==> src/rtl/bus_pkg.sv <==
// Shared bus definitions: arbiter state encoding, default error read data
// and the write-strobe width. Imported by bus_arbiter and later bus blocks.
package bus_pkg;

  localparam int          WSTRB_W      = 4;
  localparam logic [31:0] ERR_DATA_DEF = 32'hDEAD_BEEF;

  typedef enum logic [1:0] {
    IDLE   = 2'd0,
    GRANT0 = 2'd1,
    GRANT1 = 2'd2
  } arb_state_e;

endpackage

==> src/rtl/rr_pick2.sv <==
// Two-way round-robin winner selection, purely combinational.
//   valid0/valid1 : requests
//   last          : master that won most recently (0 or 1)
//   any           : at least one request present
//   winner        : index of the master to grant (meaningful when any=1)
module rr_pick2 (
  input  logic valid0,
  input  logic valid1,
  input  logic last,
  output logic any,
  output logic winner
);

  assign any    = valid0 | valid1;
  // On a tie the master that did not win last time goes next.
  assign winner = (valid0 & valid1) ? ~last : valid1;

endmodule

==> src/rtl/bus_arbiter.sv <==
// Two-master round-robin arbiter onto one valid/ready memory port.
//   clk, rst_n          : clock, async active-low reset
//   m0_* / m1_*         : master requests (valid, addr, wdata, wstrb) and
//                         responses (ready pulse, rdata)
//   s_*                 : slave request (valid, addr, wdata, wstrb) and
//                         completion (ready, rdata)
//   timeout             : one-cycle pulse the cycle after a watchdog expiry
// A grant is held until s_ready, the master withdraws, or the watchdog
// terminates it with ERR_DATA. Every grant is followed by one IDLE cycle.
module bus_arbiter
  import bus_pkg::*;
#(
  parameter int          TIMEOUT  = 255,
  parameter logic [31:0] ERR_DATA = ERR_DATA_DEF
) (
  input  logic               clk,
  input  logic               rst_n,
  input  logic               m0_valid,
  input  logic [31:0]        m0_addr,
  input  logic [31:0]        m0_wdata,
  input  logic [WSTRB_W-1:0] m0_wstrb,
  output logic               m0_ready,
  output logic [31:0]        m0_rdata,
  input  logic               m1_valid,
  input  logic [31:0]        m1_addr,
  input  logic [31:0]        m1_wdata,
  input  logic [WSTRB_W-1:0] m1_wstrb,
  output logic               m1_ready,
  output logic [31:0]        m1_rdata,
  output logic               s_valid,
  output logic [31:0]        s_addr,
  output logic [31:0]        s_wdata,
  output logic [WSTRB_W-1:0] s_wstrb,
  input  logic               s_ready,
  input  logic [31:0]        s_rdata,
  output logic               timeout
);

  localparam logic [15:0] WD_LAST = 16'(TIMEOUT - 1);

  arb_state_e  state, state_nx;
  logic        last, last_nx;
  logic [15:0] wd, wd_nx;

  logic pick_any, pick_win;
  logic granted, gsel, g_valid, at_limit, expire, done;

  rr_pick2 u_pick (
    .valid0 (m0_valid),
    .valid1 (m1_valid),
    .last   (last),
    .any    (pick_any),
    .winner (pick_win)
  );

  assign granted  = (state != IDLE);
  assign gsel     = (state == GRANT1);
  assign g_valid  = gsel ? m1_valid : m0_valid;
  assign at_limit = granted && (wd == WD_LAST);
  // A withdrawn request is an abort, not an expiry; s_ready always wins.
  assign expire   = at_limit && !s_ready && g_valid;
  assign done     = s_ready || expire;

  always_ff @(posedge clk or negedge rst_n) begin
    if (!rst_n) begin
      state   <= IDLE;
      last    <= 1'b1;
      wd      <= '0;
      timeout <= 1'b0;
    end else begin
      state   <= state_nx;
      last    <= last_nx;
      wd      <= wd_nx;
      timeout <= expire;
    end
  end

  always_comb begin
    state_nx = state;
    last_nx  = last;
    wd_nx    = '0;
    unique case (state)
      IDLE: begin
        if (pick_any) state_nx = pick_win ? GRANT1 : GRANT0;
      end
      GRANT0, GRANT1: begin
        if (done) begin
          state_nx = IDLE;
          last_nx  = gsel;
        end else if (!g_valid) begin
          state_nx = IDLE;
        end else begin
          wd_nx = wd + 16'd1;
        end
      end
      default: state_nx = IDLE;
    endcase
  end

  // s_valid drops in the final watchdog cycle without looking at s_ready,
  // which keeps s_ready -> s_valid free of a combinational path. A slave
  // that still answers in that cycle completes the transfer normally.
  assign s_valid = granted && !at_limit;

  always_comb begin
    s_addr   = '0;
    s_wdata  = '0;
    s_wstrb  = '0;
    m0_ready = 1'b0;
    m1_ready = 1'b0;
    m0_rdata = '0;
    m1_rdata = '0;
    if (state == GRANT0) begin
      s_addr   = m0_addr;
      s_wdata  = m0_wdata;
      s_wstrb  = m0_wstrb;
      m0_ready = done;
      m0_rdata = expire ? ERR_DATA : s_rdata;
    end else if (state == GRANT1) begin
      s_addr   = m1_addr;
      s_wdata  = m1_wdata;
      s_wstrb  = m1_wstrb;
      m1_ready = done;
      m1_rdata = expire ? ERR_DATA : s_rdata;
    end
  end

endmodule

==> config.mk <==
export PLATFORM = sky130hd
export DESIGN_NAME = bus_arbiter
export DESIGN_NICKNAME = d
export VERILOG_FILES = /design/src/rtl/bus_pkg.sv /design/src/rtl/rr_pick2.sv /design/src/rtl/bus_arbiter.sv
export SDC_FILE = /design/constraint.sdc
export NUM_CORES = 1
export LEC_CHECK = 0
export CAP_MARGIN = 25
export CORE_AREA = 3 3 120 122
export DETAILED_ROUTE_END_ITERATION = 7
export DIE_AREA = 0 0 123 125
export DONT_BUFFER_PORTS = 1
export GPL_TIMING_DRIVEN = 0
export RECOVER_POWER = 25
export SLEW_MARGIN = 20
export SYNTH_ARGS = -nofsm -noshare
export SYNTH_HDL_FRONTEND = slang
export SYNTH_HIERARCHICAL = 1
export SYNTH_SLANG_ARGS = --single-unit
==> constraint.sdc <==
create_clock -name clk -period 2.6 [get_ports clk]
set_input_delay 0.65 -clock clk [delete_from_list [all_inputs] [get_ports clk]]
set_output_delay 0.65 -clock clk [all_outputs]
set_load 0.02 [all_outputs]
==> flow_metrics.py <==
metrics = {
    "critical_path": {
        "cell_type_group_with_the_largest_total_delay_on_the_critical_path": "simple AND/OR/NAND/NOR gates",
        "crit_path_end_kind": "output port",
        "setup.worst_path.start": "wd[13]$_DFF_PN0_",
        "timing.critical_path.arrival_ps": 2200,
        "critPathBufInv": 2,
        "worstSetupPathType": "reg2out",
        "cp_cell_instances": "or4_4 > nor4_4 > nand2_4 > buf_4 > clkbuf_8 > and3_4",
        "critical-path-max-stage-delay_ps": 550,
        "critical_path_peak_fanout": 10,
        "critical_path_required_ps": 1950,
        "critical_path.slowest_cell": "sky130_fd_sc_hd__or4_4",
        "critical_path_startpoint_category": "flip-flop",
        "worstReg2RegStart": "wd[13]$_DFF_PN0_",
    },
    "detailed_routing": {
        "antenna_left": 0,
        "route.detailed.vias_per_inst": 5.45,
        "drt-pass1-iter-count": 4,
        "routed-via-count": 2592,
        "first_iter_violations": 164,
        "finalWirelength_mm": 14.7,
        "avgRoutedWirePerCell_um": 30.8,
        "drcViolationCount": 0,
    },
    "sta": {
        "rsz0062_at_grt": "yes",
        "fin_crit_sh": 1.10,
        "postLayoutSetupSlackWorst_ps": -250,
        "fin_skew_ps": 3.33,
        "min_period_ps": 2850,
        "max_clock_freq_mhz": 351,
        "setup_violations": 66,
        "remaining_max_slew_budget_at_the_tightest_pin": 0.605,
        "worst-slew-pin-transition_ps": 592,
        "slew_violations": 0,
        "final_hold_viol_count": 0,
        "fin_worst_hold_slack_ps": 90.7,
    },
    "floorplanning": {
        "die-height_um": 125,
        "initial_core_util": 0.174,
        "die_w_um": 123,
        "dieArea_sq_um": 15400,
        "floorplan.core_area_sq_um": 13300,
        "std_cell_rows": 42,
        "ios": 309,
    },
    "final_layout": {
        "multi_input_comb_area_sq_um": 2220,
        "seq_area_sq_um": 502,
        "n_fill_cell": 1391,
        "post_route_cells_drive_above_1_share": 0.617,
        "finalCoreUtilization": 0.263,
        "areaGrowthSynthToFinish_pct": 50.8,
        "fin_nets": 479,
        "num_antenna_cells": 0,
    },
    "clock_tree": {
        "count_of_hold_fix_buffers_inserted_at_cts": 0,
        "tritoncts_clock_tree": "yes",
        "cts.clk_slew.worst_paths_ps": 60,
        "clk_latency_ps": 250,
        "ctsRootBufferMaster": "sky130_fd_sc_hd__clkbuf_16",
        "cts_inserted_buffers": 3,
        "max-clock-path-buffers": 2,
        "tritoncts_num_sinks": 20,
        "cts.htree.levels": 1,
    },
    "synth": {
        "yosys_most_used_dff": "sky130_fd_sc_hd__dfrtp_1",
        "ys_ff_latch": 20,
        "postSynthCellCount": 278,
        "syn_avg_cell_area_sq_um": 8.34,
        "synth_edf_count": 0,
        "synth-async-reset-ratio": 1.00,
        "synth.lib_cells_used.distinct": 40,
        "synth_seq_area_share": 0.217,
        "synthesis.area_sq_um": 2320,
        "syn_nets": 456,
        "synth-warning-count": 6,
    },
    "placement": {
        "routabilityCongestion": 0.976,
        "place_hpwl_mm": 12.3,
        "io_buffer_count": 0,
    },
    "power": {
        "switching_share": 0.551,
        "clockPowerShare": 0.114,
        "p_leak_uw": 0.00135,
        "vdd.ir_drop.worst_uv": 588,
        "net-switching-power_uw": 2030,
        "power-per-cell-area_nw_per_um2": 1060,
        "power_frac_seq": 0.100,
        "power.internal_uw": 1650,
        "pwr-share-comb": 0.786,
    },
    "min_path": {
        "timing.hold.worst.class": "in2async",
    },
    "outcome": {
        "status": "complete, but fails checks",
        "failed_checks": "negative setup slack",
    },
    "global_routing": {
        "overall_fraction_of_global_route_tracks_in_use": 0.172,
        "grt_remaining_overflow": 0,
        "via_count_of_the_first_global_routing_pass": 2670,
        "antenna_found_initial": 0,
        "grt_first_pass_wirelength_mm": 19.3,
        "maximum_number_of_pins_on_one_net_before_global_route_repair": 21,
    },
    "job": {
        "cap_violations": 0,
    },
}
==> metal layers <==
layer / vias up / global-route usage / part of all wire
met4: 0 / 0.0241 / 0.0080
met1: 1276 / 0.180 / 0.33
li1: 1114 / - / -
met3: 8 / 0.0637 / 0.12
met2: 194 / 0.332 / 0.54
met5: - / 0 / 0
==> stage by stage <==
stage | TNS [ps] | total power (uW) | cells | area, sq um | setup slack (ps)
global placement | -24010 | 2720 | 454 | 2540 | -392
detailed placement | -29680 | 2760 | 454 | 2540 | -436
global route | -19870 | 3870 | 476 | 3490 | -328
CTS | -14080 | 3610 | 475 | 3440 | -257
finish | -14450 | 3690 | 476 | 3490 | -250
floorplan | 0 | 2280 | 278 | 2320 | 3.46
==> synth_stat cells, types with 2 or more instances <==
library cell	number	area, sq um
sky130_fd_sc_hd__buf_4	2	15.0
sky130_fd_sc_hd__nand3_1	6	30.0
sky130_fd_sc_hd__nand2_1	9	33.8
sky130_fd_sc_hd__nor3_1	5	25.0
sky130_fd_sc_hd__o211ai_1	3	22.5
sky130_fd_sc_hd__nor2b_1	4	25.0
sky130_fd_sc_hd__xnor2_1	7	61.3
sky130_fd_sc_hd__xor2_1	4	35.0
sky130_fd_sc_hd__o21ai_0	2	10.0
sky130_fd_sc_hd__o21a_1	48	360
sky130_fd_sc_hd__a21oi_1	4	20.0
sky130_fd_sc_hd__ha_1	5	62.6
sky130_fd_sc_hd__clkbuf_1	24	90.1
sky130_fd_sc_hd__dfrtp_1	19	475
sky130_fd_sc_hd__inv_1	5	18.8
sky130_fd_sc_hd__buf_2	3	15.0
sky130_fd_sc_hd__or3_1	2	12.5
sky130_fd_sc_hd__a22o_1	68	596
sky130_fd_sc_hd__nand4_1	5	31.3
sky130_fd_sc_hd__or4_4	2	22.5
sky130_fd_sc_hd__nor2_1	15	56.3
sky130_fd_sc_hd__and3_1	18	113
==> cell families after synthesis <==
family / count (synthesis) / synth area share
compound gates: 129 / 0.450
simple gates: 74 / 0.186
buf+inv: 38 / 0.0750
flops: 20 / 0.217
xor+xnor: 11 / 0.0416
fa+ha+maj: 5 / 0.0270
mux: 1 / 0.00432
==> power groups by stage <==
stage               logic (uW)  registers, uW  clock network, uW
CTS                       2810            367                431
finish                    2900            368                422
floorplan                 1910            367                  0
detailed placement        2390            371                  0
global placement          2350            371                  0
global route              3050            372                444
==> cells in the final DEF (no fill, tap or decap), drive strengths merged, types with 5 or more instances in the layout <==
master / instances
a22o: 68
xnor2: 7
buf: 25
nand3: 6
nor3: 5
nand4: 5
nand2: 10
clkbuf: 28
dfrtp: 19
ha: 5
o21a: 48
nor2: 15
and3: 18
inv: 5
==> state kept, by name (all words and copies together), names as in the netlist <==
| name | cells |
|---|---|
| state | 2 |
| wd | 16 |
| last | 1 |
| timeout | 1 |
==> worst paths after layout <==
kind,end,slack [ps],cells after the start
worst max-delay path,m0_rdata[29],-250,6
worst min-delay path,wd[0]$_DFF_PN0_,90,0
worst max register to register,wd[12]$_DFF_PN0_,100,8
worst min register to register,wd[0]$_DFF_PN0_,520,1
max in group asynchronous,last$_DFFE_PN1P_,2330,0
min in group clk,wd[0]$_DFF_PN0_,520,1
==> timing repair <==
action / CTS / global route
setup buffers: 15 / 3
cloned: 2 / 0
gates resized for setup: 227 / 30
endpoints found under the setup margin: 133 / 135
pin swaps: 7 / 5
==> area by class of cell <==
type	instances	area share
Sequential cell	20	0.144
Inverter	6	0.00788
Clock inverter	1	0.00859
Timing Repair Buffer	19	0.0512
Tap cell	176	0.0630
Multi-Input combinational cell	220	0.636
Clock buffer	3	0.0215
Buffer	31	0.0687
Power figures use the tool's default switching activity.
